`src/rtl/synth_pkg.sv`:
```
// Shared sizing constants for the voice allocator and its key edge detector.
package synth_pkg;

  localparam int NUM_KEYS   = 4;
  localparam int NUM_VOICES = 2;
  localparam int KEY_W      = 2;
  localparam int DROP_W     = 4;

  localparam logic [DROP_W-1:0] DROP_MAX = 4'd15;

  typedef logic [KEY_W-1:0] key_idx_t;

endpackage

```
`src/rtl/key_edge_detect.sv`:
```
// Press/release detection on debounced key levels. The first edge after reset
// only loads key_prev, so keys held through reset do not count as presses.
module key_edge_detect #(
  parameter int NUM_KEYS = synth_pkg::NUM_KEYS
) (
  input  logic                clk,
  input  logic                reset_n,
  input  logic [NUM_KEYS-1:0] key_state,
  output logic [NUM_KEYS-1:0] press,
  output logic [NUM_KEYS-1:0] rel
);

  logic [NUM_KEYS-1:0] key_prev;
  logic                armed;

  always_ff @(posedge clk or negedge reset_n) begin
    if (!reset_n) begin
      key_prev <= '0;
      armed    <= 1'b0;
    end else begin
      key_prev <= key_state;
      armed    <= 1'b1;
    end
  end

  assign press = armed ? (key_state & ~key_prev) : '0;
  assign rel   = armed ? (~key_state & key_prev) : '0;

endmodule

```
`src/rtl/voice_allocator.sv`:
```
// Shares NUM_VOICES tone voices between NUM_KEYS keys, serving one pending press per cycle.
// Define VOICE_STEAL_EN to steal the oldest voice when none is free; otherwise such presses are dropped.
module voice_allocator #(
  parameter int NUM_KEYS   = synth_pkg::NUM_KEYS,
  parameter int NUM_VOICES = synth_pkg::NUM_VOICES
) (
  input  logic                                  clk,
  input  logic                                  reset_n,
  input  logic [NUM_KEYS-1:0]                   key_state,
  output logic [NUM_VOICES-1:0]                 voice_active,
  output logic [NUM_VOICES*synth_pkg::KEY_W-1:0] voice_key,
  output logic [NUM_VOICES-1:0]                 voice_on,
  output logic [NUM_VOICES-1:0]                 voice_off,
  output logic                                  busy,
  output logic [synth_pkg::DROP_W-1:0]          drop_count
);

  localparam int KW = synth_pkg::KEY_W;

  logic [NUM_KEYS-1:0]   press;
  logic [NUM_KEYS-1:0]   rel;
  logic [NUM_KEYS-1:0]   pending;
  logic [NUM_KEYS-1:0]   cand;
  logic [NUM_KEYS-1:0]   serve_oh;
  logic                  serve_vld;
  synth_pkg::key_idx_t   serve_key;
  logic [NUM_VOICES-1:0] free_oh;
  logic                  free_vld;
  logic [NUM_VOICES-1:0] target_oh;

  key_edge_detect #(.NUM_KEYS(NUM_KEYS)) u_edge (
    .clk       (clk),
    .reset_n   (reset_n),
    .key_state (key_state),
    .press     (press),
    .rel       (rel)
  );

  // A key released at this edge is no longer a candidate even if still pending.
  always_comb begin
    cand      = pending & ~rel;
    serve_oh  = '0;
    serve_key = '0;
    serve_vld = 1'b0;
    for (int k = 0; k < NUM_KEYS; k++) begin
      if (cand[k] && !serve_vld) begin
        serve_vld   = 1'b1;
        serve_oh[k] = 1'b1;
        serve_key   = synth_pkg::key_idx_t'(k);
      end
    end
    free_oh  = '0;
    free_vld = 1'b0;
    for (int v = 0; v < NUM_VOICES; v++) begin
      if (!voice_active[v] && !free_vld) begin
        free_vld   = 1'b1;
        free_oh[v] = 1'b1;
      end
    end
  end

`ifdef VOICE_STEAL_EN
  // older[i][j] set means voice i was allocated before voice j.
  logic [NUM_VOICES-1:0][NUM_VOICES-1:0] older;
  logic [NUM_VOICES-1:0]                 victim_oh;

  always_comb begin
    victim_oh = '0;
    for (int v = 0; v < NUM_VOICES; v++) begin
      victim_oh[v] = 1'b1;
      for (int u = 0; u < NUM_VOICES; u++) begin
        if (u != v && !older[v][u]) victim_oh[v] = 1'b0;
      end
    end
  end

  assign target_oh = free_vld ? free_oh : victim_oh;

  always_ff @(posedge clk or negedge reset_n) begin
    if (!reset_n) begin
      older <= '0;
    end else if (serve_vld) begin
      for (int v = 0; v < NUM_VOICES; v++) begin
        if (target_oh[v]) begin
          for (int u = 0; u < NUM_VOICES; u++) begin
            if (u != v) begin
              older[u][v] <= 1'b1;
              older[v][u] <= 1'b0;
            end
          end
        end
      end
    end
  end
`else
  assign target_oh = free_oh;
`endif

  // Voices freed by release are not in free_oh until the next edge.
  always_ff @(posedge clk or negedge reset_n) begin
    if (!reset_n) begin
      pending      <= '0;
      voice_active <= '0;
      voice_key    <= '0;
      voice_on     <= '0;
      voice_off    <= '0;
      drop_count   <= '0;
    end else begin
      voice_on  <= '0;
      voice_off <= '0;
      pending   <= (pending | press) & ~rel & ~serve_oh;
      for (int v = 0; v < NUM_VOICES; v++) begin
        if (voice_active[v] && rel[voice_key[v*KW +: KW]]) begin
          voice_active[v] <= 1'b0;
          voice_off[v]    <= 1'b1;
        end
      end
      if (serve_vld) begin
        if (|target_oh) begin
          for (int v = 0; v < NUM_VOICES; v++) begin
            if (target_oh[v]) begin
              voice_active[v]       <= 1'b1;
              voice_key[v*KW +: KW] <= serve_key;
              voice_on[v]           <= 1'b1;
`ifdef VOICE_STEAL_EN
              if (!free_vld) voice_off[v] <= 1'b1;
`endif
            end
          end
        end else if (drop_count != synth_pkg::DROP_MAX) begin
          drop_count <= drop_count + 4'd1;
        end
      end
    end
  end

  assign busy = |pending;

endmodule

```
`config.mk`:
```
export PLATFORM = sky130hd
export DESIGN_NAME = voice_allocator
export DESIGN_NICKNAME = d
export VERILOG_FILES = /design/src/rtl/synth_pkg.sv /design/src/rtl/key_edge_detect.sv /design/src/rtl/voice_allocator.sv
export SDC_FILE = /design/constraint.sdc
export NUM_CORES = 1
export LEC_CHECK = 0
export ABC_CLOCK_PERIOD_IN_PS = 2000
export CAP_MARGIN = 40
export CORE_MARGIN = 2
export CORE_UTILIZATION = 40
export CTS_CLUSTER_DIAMETER = 80
export CTS_CLUSTER_SIZE = 28
export DETAILED_ROUTE_END_ITERATION = 10
export PLACE_DENSITY = 0.7
export SLEW_MARGIN = 25
export SYNTH_ARGS = -nofsm -noshare
export SYNTH_HDL_FRONTEND = slang
export SYNTH_SLANG_ARGS = --single-unit
```
`constraint.sdc`:
```
create_clock -name clk -period 2 [get_ports clk]
set_input_delay 0.4 -clock clk [delete_from_list [all_inputs] [get_ports clk]]
set_output_delay 0.4 -clock clk [all_outputs]
set_load 0.05 [all_outputs]
```
==> results.md <==
- Clock insertion delay at the later pin of the skew report: 0.31 ns
- Fraction of layout cells with a size suffix above 1: 16.9%
- Unrepaired setup endpoints after global routing: false
- Area leader, netlist: dfrtp_1
- Yosys Warn Count: 0
- Multiplexer area fraction after synthesis: 2.49%
- Hold slack: 0.419 ns
- Crit path cell chain: clkdlybuf4s50_1
- Post-synthesis simple-gate area fraction: 17.6%
- WL final: 2.01 mm
- Endpoints failing setup: 0
- Pre-CTS setup slack: -0.00167 ns
- Tcrit/Tclk final: 95.9%
- Slowest cell on crit path: clkdlybuf4s50_1
- CP startpoint kind: register
- Fraction of synthesized cell area in xor and xnor cells: 2.62%
- Post-Syn Nets: 94
- CTS tree: done
- Max_cap viols: 0
- Clock buffer count from CTS: 3
- # Post-CTS Setup Buffers: 0
- CTS Sinks: 23
- Max VDD drop: 846 uV
- Die area: 0.00293 sq mm
- Syn Inst Count: 87
- Die Ht: 54.1 um
- Clock Pin Slew Worst Setup and Hold Paths: 0.13 ns
- Worst-margin pin slew: 0.503 ns
- Cell Pwr Density: 1460 mW/mm^2
- Site Rows: 18
- Fmax: 0.521 GHz
- Max-slew headroom: 66.4%
- Max H-tree Level: 1
- Count of cell types in the netlist: 35
- Critical Path Max Stage Delay: 0.81 ns
- GP Congestion: 0.826
- Design area: 0.00134 sq mm
- CTS Buffer Depth: 2
- Final min period: 1.92 ns
- Vias per cell: 5.18
- Setup ws final: 0.0812 ns
- Most frequent cells in the layout: 23 x dfrtp_1, 12 x buf_4, 10 x clkdlybuf4s50_1, 8 x nand2_1, 8 x dlymetal6s2s_1
- Critical path arrival: 1.52 ns
- Initial antenna violation count: 0
- Synth top area share: 57.4%
- Post-synthesis sequential area ratio: 57.4%
- Largest net degree at the start of global routing: 24
- Filler cells: 209
- Leak: 0.667 nW
- Critical path type: reg2out
- Final Power: 1.96 mW
- Die outline width: 54.1 um
- Hold buffer count at CTS: 0
- Seq cells post-synth: 23
- Vias in the first global route: 767
- Most common cell after layout, fill and taps aside: dfrtp_1
- DRC viols: 0
- Root buffer cell: clkbuf_4
- Mean Syn Cell Area: 11.5 sq um
- WL/cell: 13.5 um
- Core Util, Final: 55.1%
- Dpl hpwl: 1.51 mm
- Slew Viols, Final: 0
- Antenna Diode Count: 0
- Top post-synthesis cells by area: dfrtp_1 57%, o22a_1 3.5%, nand2_1 3.0%
- DRT iter0 DRCs: 14
- CP bufs+invs: 1
- Post-Synth Adder-Cell Area: 1.25%
- DR vias: 766
- Synth-to-Final Area Change: 33.5%
- Core Region: 0.00243 sq mm
- I/O pin count: 21
- First-pass DRT Iterations: 4
- Crit. End Element: primary output
- Req. time, crit path: 1.60 ns
- Total gr overflow: 0
- Skew final: 0.00590 ns
- Fin nets: 126
- Placed inst area: 0.00129 sq mm
- GRT Util Overall: 15.7%
- IO buf count: 20
- Worst hold path type: in2async
- Compound-Gate Fraction of Synth Area: 15.0%
- Antenna-violating nets left: 0
- Synthesized area: 0.00100 sq mm
- Delay-heaviest family, CP: buffers and inverters
- Final Hold Viols: 0
- Largest fanout on the critical path: 3
- Main combinational cell family by area after synthesis: simple AND/OR/NAND/NOR gates
- First-pass GRT wire length: 3.33 mm
- Initial Utilization: 41.3%
- Outcome: finished clean
-- worst paths after layout --
kind | cells after the start | to | slack, ns | startpoint
min in group clk | 1 | pending[0]$_DFF_PN0_ | 0.45 | u_edge.key_prev[0]$_DFF_PN0_
max in group asynchronous | 2 | drop_count[3]$_DFFE_PN0P_ | 1.34 | reset_n
hold / removal | 2 | pending[0]$_DFF_PN0_ | 0.42 | reset_n
setup / recovery | 1 | drop_count[3] | 0.08 | drop_count[3]$_DFFE_PN0P_
setup reg to reg | 6 | voice_key[1]$_DFFE_PN0P_ | 0.34 | u_edge.armed$_DFF_PN0_
hold reg to reg | 1 | pending[0]$_DFF_PN0_ | 0.45 | u_edge.key_prev[0]$_DFF_PN0_
-- power breakdown --
part / internal (mW) / leakage, nW / switching [mW] / total [mW]
Combinational: 0.360 / 0.367 / 0.647 / 1.01
Sequential: 0.596 / 0.282 / 0.143 / 0.739
Clock: 0.0746 / 0.0177 / 0.140 / 0.215
Total: 1.03 / 0.667 / 0.931 / 1.96
-- flip-flops by register name, indices dropped and copies added (netlist names) --
register	cells
voice_active	2
voice_key	4
u_edge.key_prev	4
drop_count	4
voice_on	2
pending	4
u_edge.armed	1
voice_off	2
-- kinds of logic (layout without fill, tap and decap cells) --
logic type | after synthesis | after routing
flip-flops | 23 | 23
buffers and inverters | 7 | 38
AND/OR/NAND/NOR | 30 | 30
XOR/XNOR | 3 | 3
other | 1 | 1
multiplexers | 2 | 2
AO/OA/AOI/OAI | 20 | 20
adder cells (fa/ha/maj) | 1 | 1
-- cell type report --
type / instances / area, sq um / area share (%)
flip-flops and latches: 23 / 576 / 43.0
clock buffers: 3 / 22.5 / 1.68
inverters: 4 / 15.0 / 1.12
well taps: 30 / 37.5 / 2.80
multi-input cells: 57 / 394 / 29.4
repair buffers: 30 / 290 / 21.7
clock inverters: 1 / 5.00 / 0.373
-- routing by layer --
metal | up-vias | track usage, % | share of wire (%)
met5 | - | 0 | 0
met1 | 377 | 20.7 | 46
met3 | 4 | 1.94 | 4.0
li1 | 370 | - | -
met4 | 0 | 6.25 | 1.8
met2 | 15 | 26.2 | 48
-- repair_timing --
action	4_1_cts	5_1_grt
endpoints found under the setup margin	0	8
resized for setup	0	8
hold endpoints to repair	0	0
-- metrics by stage --
step                      cells   TNS, ns
after floorplan              87         0
after global placement      144         0
after detailed placement    144  -0.00167
after CTS                   148         0
after global routing        148         0
final                       148         0
-- cell usage after synthesis --
master / instances
nand2b_1: 1
mux2_4: 1
inv_1: 3
ha_1: 1
inv_2: 1
nand3b_1: 3
and4_1: 1
o21ai_1: 1
mux2i_1: 1
nand2_1: 8
nor3b_1: 1
nand3_1: 1
a21oi_1: 5
nor3_2: 1
nand4b_1: 2
o211ai_1: 1
nor2_1: 3
o21a_1: 1
nor2b_1: 2
o31ai_4: 1
and2_1: 2
o2111a_1: 1
clkbuf_1: 1
a21o_1: 1
o22a_1: 4
or4_1: 1
conb_1: 1
a41o_1: 1
o21ai_0: 4
buf_4: 2
nor4b_1: 1
nor3_1: 2
nand4_1: 1
dfrtp_1: 23
xor2_1: 3
(Power assumes the default switching activity.)
